$ cat src/rtl/tx_pkg.sv
// Shared definitions for the burst transmitter: FSM state encoding and ceil-log2 helper.
package tx_pkg;

  typedef enum logic [1:0] {
    IDLE = 2'd0,
    SEND = 2'd1,
    DONE = 2'd2
  } tx_state_e;

  // Never returns less than 1 so a 2-entry store still gets a 1-bit address.
  function automatic int clog2(input int value);
    int r;
    r = 0;
    while ((1 << r) < value) r = r + 1;
    return (r < 1) ? 1 : r;
  endfunction

endpackage

$ cat src/rtl/tx_mem.sv
// Word store for burst_transmit: one synchronous write port, one asynchronous read port.
// Out-of-range write addresses are dropped; out-of-range reads return zero.
module tx_mem #(
  parameter int IWIDTH = 32,
  parameter int DEPTH  = 6,
  parameter int AWIDTH = 3
) (
  input  logic              i_clk,
  input  logic              i_we,
  input  logic [AWIDTH-1:0] i_wr_addr,
  input  logic [IWIDTH-1:0] i_wr_data,
  input  logic [AWIDTH-1:0] i_rd_addr,
  output logic [IWIDTH-1:0] o_rd_data
);

  localparam logic [AWIDTH-1:0] LAST_ADDR = AWIDTH'(DEPTH - 1);

  logic [IWIDTH-1:0] r_mem [DEPTH];

  always_ff @(posedge i_clk) begin
    if (i_we && (i_wr_addr <= LAST_ADDR)) begin
      r_mem[i_wr_addr] <= i_wr_data;
    end
  end

  assign o_rd_data = (i_rd_addr <= LAST_ADDR) ? r_mem[i_rd_addr] : '0;

endmodule

$ cat src/rtl/burst_transmit.sv
// Replays a run of stored words as a valid/ready burst with last/ack framing.
// Optional registered even parity on the beat data when BURST_TRANSMIT_PARITY_EN is defined.
module burst_transmit
  import tx_pkg::*;
#(
  parameter int  IWIDTH = 32,
  parameter int  DEPTH  = 6,
  parameter int  LWIDTH = 8,
  localparam int AWIDTH = clog2(DEPTH)
) (
  input  logic              t_clk,
  input  logic              t_rst,
  input  logic              t_i_wr_en,
  input  logic [AWIDTH-1:0] t_i_wr_addr,
  input  logic [IWIDTH-1:0] t_i_wr_data,
  input  logic              t_i_syn,
  input  logic [AWIDTH-1:0] t_i_start,
  input  logic [LWIDTH-1:0] t_i_len,
  input  logic              t_i_ready,
  output logic [IWIDTH-1:0] t_o_instr,
  output logic              t_o_valid,
  output logic              t_o_last,
  output logic              t_o_ack,
  output logic              t_o_busy,
  output logic              t_o_parity
);

  localparam logic [AWIDTH-1:0] LAST_ADDR = AWIDTH'(DEPTH - 1);
  localparam logic [LWIDTH-1:0] ONE       = LWIDTH'(1);
  localparam logic [LWIDTH-1:0] TWO       = LWIDTH'(2);

  tx_state_e         r_state, w_state_nxt;
  logic [AWIDTH-1:0] r_addr, w_next_addr, w_rd_addr;
  logic [LWIDTH-1:0] r_cnt;
  logic [IWIDTH-1:0] r_instr, w_rd_data, w_beat_data;
  logic              r_valid, r_last;
  logic              w_mem_we, w_fire, w_load, w_step, w_end;

  assign w_fire      = r_valid && t_i_ready;
  assign w_mem_we    = t_i_wr_en && (r_state == IDLE);
  assign w_next_addr = (r_addr >= LAST_ADDR) ? '0 : r_addr + 1'b1;
  assign w_rd_addr   = (r_state == IDLE) ? t_i_start : w_next_addr;

  // Same-edge write forwarding so a burst started alongside a write sees the new word.
  assign w_beat_data = (w_mem_we && (t_i_wr_addr <= LAST_ADDR) && (t_i_wr_addr == w_rd_addr))
                       ? t_i_wr_data : w_rd_data;

  tx_mem #(
    .IWIDTH(IWIDTH),
    .DEPTH (DEPTH),
    .AWIDTH(AWIDTH)
  ) u_mem (
    .i_clk    (t_clk),
    .i_we     (w_mem_we),
    .i_wr_addr(t_i_wr_addr),
    .i_wr_data(t_i_wr_data),
    .i_rd_addr(w_rd_addr),
    .o_rd_data(w_rd_data)
  );

  always_ff @(posedge t_clk or negedge t_rst) begin
    if (!t_rst) r_state <= IDLE;
    else        r_state <= w_state_nxt;
  end

  always_comb begin
    w_state_nxt = r_state;
    w_load      = 1'b0;
    w_step      = 1'b0;
    w_end       = 1'b0;
    unique case (r_state)
      IDLE: begin
        if (t_i_syn && (t_i_len != '0)) begin
          w_load      = 1'b1;
          w_state_nxt = SEND;
        end
      end
      SEND: begin
        if (w_fire) begin
          if (r_cnt == ONE) begin
            w_end       = 1'b1;
            w_state_nxt = DONE;
          end else begin
            w_step = 1'b1;
          end
        end
      end
      DONE:    w_state_nxt = IDLE;
      default: w_state_nxt = IDLE;
    endcase
  end

  // r_addr/r_cnt describe the beat currently presented on t_o_instr.
  always_ff @(posedge t_clk or negedge t_rst) begin
    if (!t_rst) begin
      r_addr  <= '0;
      r_cnt   <= '0;
      r_instr <= '0;
      r_valid <= 1'b0;
      r_last  <= 1'b0;
    end else if (w_load) begin
      r_addr  <= t_i_start;
      r_cnt   <= t_i_len;
      r_instr <= w_beat_data;
      r_valid <= 1'b1;
      r_last  <= (t_i_len == ONE);
    end else if (w_step) begin
      r_addr  <= w_next_addr;
      r_cnt   <= r_cnt - ONE;
      r_instr <= w_beat_data;
      r_last  <= (r_cnt == TWO);
    end else if (w_end) begin
      r_cnt   <= '0;
      r_instr <= '0;
      r_valid <= 1'b0;
      r_last  <= 1'b0;
    end
  end

`ifdef BURST_TRANSMIT_PARITY_EN
  logic r_parity;

  always_ff @(posedge t_clk or negedge t_rst) begin
    if (!t_rst)                r_parity <= 1'b0;
    else if (w_load || w_step) r_parity <= ^w_beat_data;
    else if (w_end)            r_parity <= 1'b0;
  end

  assign t_o_parity = r_parity;
`else
  assign t_o_parity = 1'b0;
`endif

  assign t_o_instr = r_instr;
  assign t_o_valid = r_valid;
  assign t_o_last  = r_last;
  assign t_o_ack   = (r_state == DONE);
  assign t_o_busy  = (r_state != IDLE);

endmodule
$ cat config.mk
export PLATFORM = sky130hd
export DESIGN_NAME = burst_transmit
export DESIGN_NICKNAME = d
export VERILOG_FILES = /design/src/rtl/tx_pkg.sv /design/src/rtl/tx_mem.sv /design/src/rtl/burst_transmit.sv
export SDC_FILE = /design/constraint.sdc
export NUM_CORES = 1
export LEC_CHECK = 0
export ABC_AREA = 1
export BUFFER_PORTS_ARGS = -buffer_cell sky130_fd_sc_hd__buf_2
export CORE_UTILIZATION = 54
export DETAILED_ROUTE_END_ITERATION = 10
export PLACE_DENSITY = 0.74
export SYNTH_ARGS = -nofsm -noshare
export SYNTH_HDL_FRONTEND = slang
export SYNTH_HIERARCHICAL = 1
export SYNTH_SLANG_ARGS = --single-unit
$ cat constraint.sdc
create_clock -name t_clk -period 4.1 [get_ports t_clk]
set_input_delay 0 -clock t_clk [delete_from_list [all_inputs] [get_ports t_clk]]
set_output_delay 0 -clock t_clk [all_outputs]
set_load 0.01 [all_outputs]
==> qor.yml <==
run_status: "completed"
yosysSeqAreaShare: 0.6504
async_reset_ff_frac: 0.1967
worstRegToRegCells: 16
final_nets: 1210
timing.critical_path.arrival_ns: 3.16
syn_area_per_cell_sq_um: 10.29
worstReg2RegStart: "r_addr[0]$_DFFE_PN0P_"
place_hpwl_um: 12700
cap_violations: 0
worst-r2r-setup-slack_ns: 1.39
drtAntennaViolNets: 0
start_kind: "register"
count_of_state_elements_after_synthesis: 239
ios: 88
chipWidth_um: 142.6
cell_leakage_power_nw: 5.488
wire_length_of_the_first_global_routing_pass_um: 38230
dieHeight_um: 142.6
avgViaCountPerCell: 5.333
final.hold.worst_slack_ns: 0.1540
tritoncts: "yes"
swShare: 0.4141
htree_levels: 1
power_density_of_the_placed_cells_nw_per_um2: 788.5
fmaxAchievable_ghz: 0.3686
cp_max_fo: 73
num_rows: 51
vias_in_the_first_global_route: 7559
max-slew-margin-rel: 0.1646
layout_common_cells: "sky130_fd_sc_hd__nand2_1 (295), sky130_fd_sc_hd__edfxtp_1 (192), sky130_fd_sc_hd__nand3_1 (169)"
clk_latency_ns: 0.51
tritoncts.num_buffers: 24
ratio_of_cells_with_drive_above_1_in_the_final_layout: 0.1271
max-clock-path-buffers: 3
drv_slew: 0
timing.final.crit_period_ns: 2.713
summed_negative_setup_slack_over_all_endpoints_ns: 0
netlist_top_cells_area: "sky130_fd_sc_hd__edfxtp_1 (54%), sky130_fd_sc_hd__dfrtp_1 (11%), sky130_fd_sc_hd__nand2_1 (10%)"
synth.lib_cells_used.distinct: 38
grt.total_usage: 0.2455
numPortBuffers: 86
drtIter0Drc: 578
report.final.setup_viol: 0
grt_remaining_overflow: 0
drt_wl_total_um: 24010
hold_viol: 0
total_number_of_yosys_warnings: 6
finalClockSkew_ns: 0.01254
antenna_violations_before_repair: 0
worst-slew-pin-transition_ns: 1.250
yosys_most_used_dff: "sky130_fd_sc_hd__edfxtp_1"
power.net_switching_mw: 4.087
power.sequential.fraction: 0.311
layout-area-overhead-vs-synth_pct: 17.25
min_period_over_period: 0.6617
worstSetupEndpoint: "t_o_instr[3]$_DFFE_PN0P_"
drt_first_pass_iters: 6
netlist_instances: 1037
grt_max_degree: 74
setup.worst_path.class: "reg -> reg"
cp-startpoint: "r_addr[0]$_DFFE_PN0P_"
vdd_ir_drop_max_v: 0.0005977
design.die.area_sq_um: 20330
resized_cells_post_cts: 0
cell_internal_pwr_mw: 5.781
power.share.clock: 0.231
unrepaired_setup_endpoints_after_global_routing: "no"
synth_top_area_cell: "sky130_fd_sc_hd__edfxtp_1"
num_vias: 7664
gpl.final_weighted_congestion: 0.8170
worstSetupEndpointType: "register"
synth.net_count: 1093
detail_route.wl_per_cell_um: 16.71
clk_root_buffer_cell: "sky130_fd_sc_hd__clkbuf_16"
post-route-drc-count: 0
initial_utilization: 0.5502
diodes: 0
worstReg2RegEnd: "t_o_instr[3]$_DFFE_PN0P_"
cp_data_required_time_ns: 4.55
cts.sink_count: 239
timing.hold.worst.class: "in -> async"
mostFrequentLayoutCell: "sky130_fd_sc_hd__nand2_1"
synth-edff-count: 192
syn_area_sq_um: 10670
synth_top_cell_area_share: 0.5402
core-area_sq_um: 19400
cts.reportedPaths.clkPinSlew_ns: 0.06
combinationalPowerShare: 0.458
==> repair_timing <==
action	CTS	global route
setup buffers	0	0
endpoints found under the hold margin	286	0
hold buffers	46	0
endpoints found under the setup margin	0	0
==> power by group through the flow <==
stage	Sequential (mW)	Combinational (mW)	Clock, mW
final	3.07	4.52	2.28
after global routing	3.09	5.14	2.41
after global placement	3.10	4.32	0
after detailed placement	3.10	4.42	0
after CTS	3.06	4.51	2.31
after floorplan	3.15	3.47	0
==> routing by layer <==
layer | vias to the layer above | routed length, um | track usage | share of wire
met5 | - | 0 | 0 | 0
met1 | 3676 | 9915 | 0.3185 | 0.41
met4 | 0 | 468 | 0.06848 | 0.019
li1 | 3669 | - | - | -
met3 | 43 | 1748 | 0.03432 | 0.073
met2 | 276 | 11880 | 0.4311 | 0.49
==> registers in the layout, summed over array words and instances (netlist names) <==
register,count
u_mem/r_mem,192
t_o_instr,32
r_cnt,8
r_addr,3
r_state,2
t_o_last,1
t_o_valid,1
==> Yosys cell counts, drive strengths merged (2+ instances only) <==
| cell type | n |
|---|---|
| or3 | 2 |
| o211ai | 6 |
| buf | 36 |
| nor3 | 3 |
| or2 | 3 |
| nand2 | 299 |
| inv | 136 |
| nand4 | 2 |
| edfxtp | 192 |
| o21ai | 40 |
| a21oi | 14 |
| clkbuf | 14 |
| dfrtp | 47 |
| nor4 | 3 |
| mux2i | 22 |
| ha | 5 |
| nor2 | 37 |
| nand3 | 170 |
==> critical path: stages (launching register included) <==
cell and delay [ns]:
sky130_fd_sc_hd__dfrtp_1 0.43, sky130_fd_sc_hd__ha_1 0.23, sky130_fd_sc_hd__nor2_1 0.17, sky130_fd_sc_hd__nand2_1 0.07
sky130_fd_sc_hd__nand2_1 0.08, sky130_fd_sc_hd__nand3_1 0.13, sky130_fd_sc_hd__nand2_4 0.35, sky130_fd_sc_hd__inv_6 0.31
sky130_fd_sc_hd__nand2_1 0.13, sky130_fd_sc_hd__nand3_1 0.08, sky130_fd_sc_hd__nand2_1 0.09, sky130_fd_sc_hd__nand2_1 0.05
sky130_fd_sc_hd__a21oi_1 0.17, sky130_fd_sc_hd__inv_1 0.06, sky130_fd_sc_hd__nand2_1 0.07, sky130_fd_sc_hd__nand3_1 0.08
sky130_fd_sc_hd__nand2_1 0.09
==> stage by stage <==
step	instances	util	power, mW	worst slack [ns]	instance area (sq um)
after floorplan	1037	-	6.628	1.517	10670
after global placement	1347	0.5784	7.419	1.528	11220
after detailed placement	1347	0.5784	7.526	1.445	11220
after CTS	1437	0.6451	9.884	1.401	12510
after global routing	1437	0.6451	10.64	1.032	12510
final	1437	0.6451	9.867	1.387	12510
==> area by class of cell <==
| type | count | area [sq um] |
|---|---|---|
| clock inverters | 13 | 173.9 |
| well taps | 265 | 331.6 |
| multi-input cells | 611 | 2918 |
| inverters | 137 | 519.2 |
| fillers | 1532 | 6885 |
| clock buffers | 31 | 658.1 |
| flip-flops and latches | 239 | 6942 |
| repair buffers | 141 | 970.9 |
==> cells by family after synthesis <==
| logic type | after synthesis | synth area share |
|---|---|---|
| compound gates | 61 | 0.03036 |
| buf+inv | 187 | 0.08113 |
| flops | 239 | 0.6504 |
| xor+xnor | 2 | 0.001642 |
| fa+ha+maj | 5 | 0.005862 |
| mux | 22 | 0.02063 |
| simple gates | 520 | 0.2096 |
| other cells | 1 | 0.0003514 |
==> worst min-delay path by stage <==
stage	end	slack (ns)
after floorplan	r_addr[0]$_DFFE_PN0P_	-0.30
after global placement	r_cnt[5]$_DFFE_PN0P_	0.17
after detailed placement	r_cnt[5]$_DFFE_PN0P_	0.18
after CTS	t_o_last$_DFFE_PN0P_	0.18
after global routing	t_o_instr[0]$_DFFE_PN0P_	0.21
final	t_o_instr[0]$_DFFE_PN0P_	0.15
(Power assumes the default switching activity.)
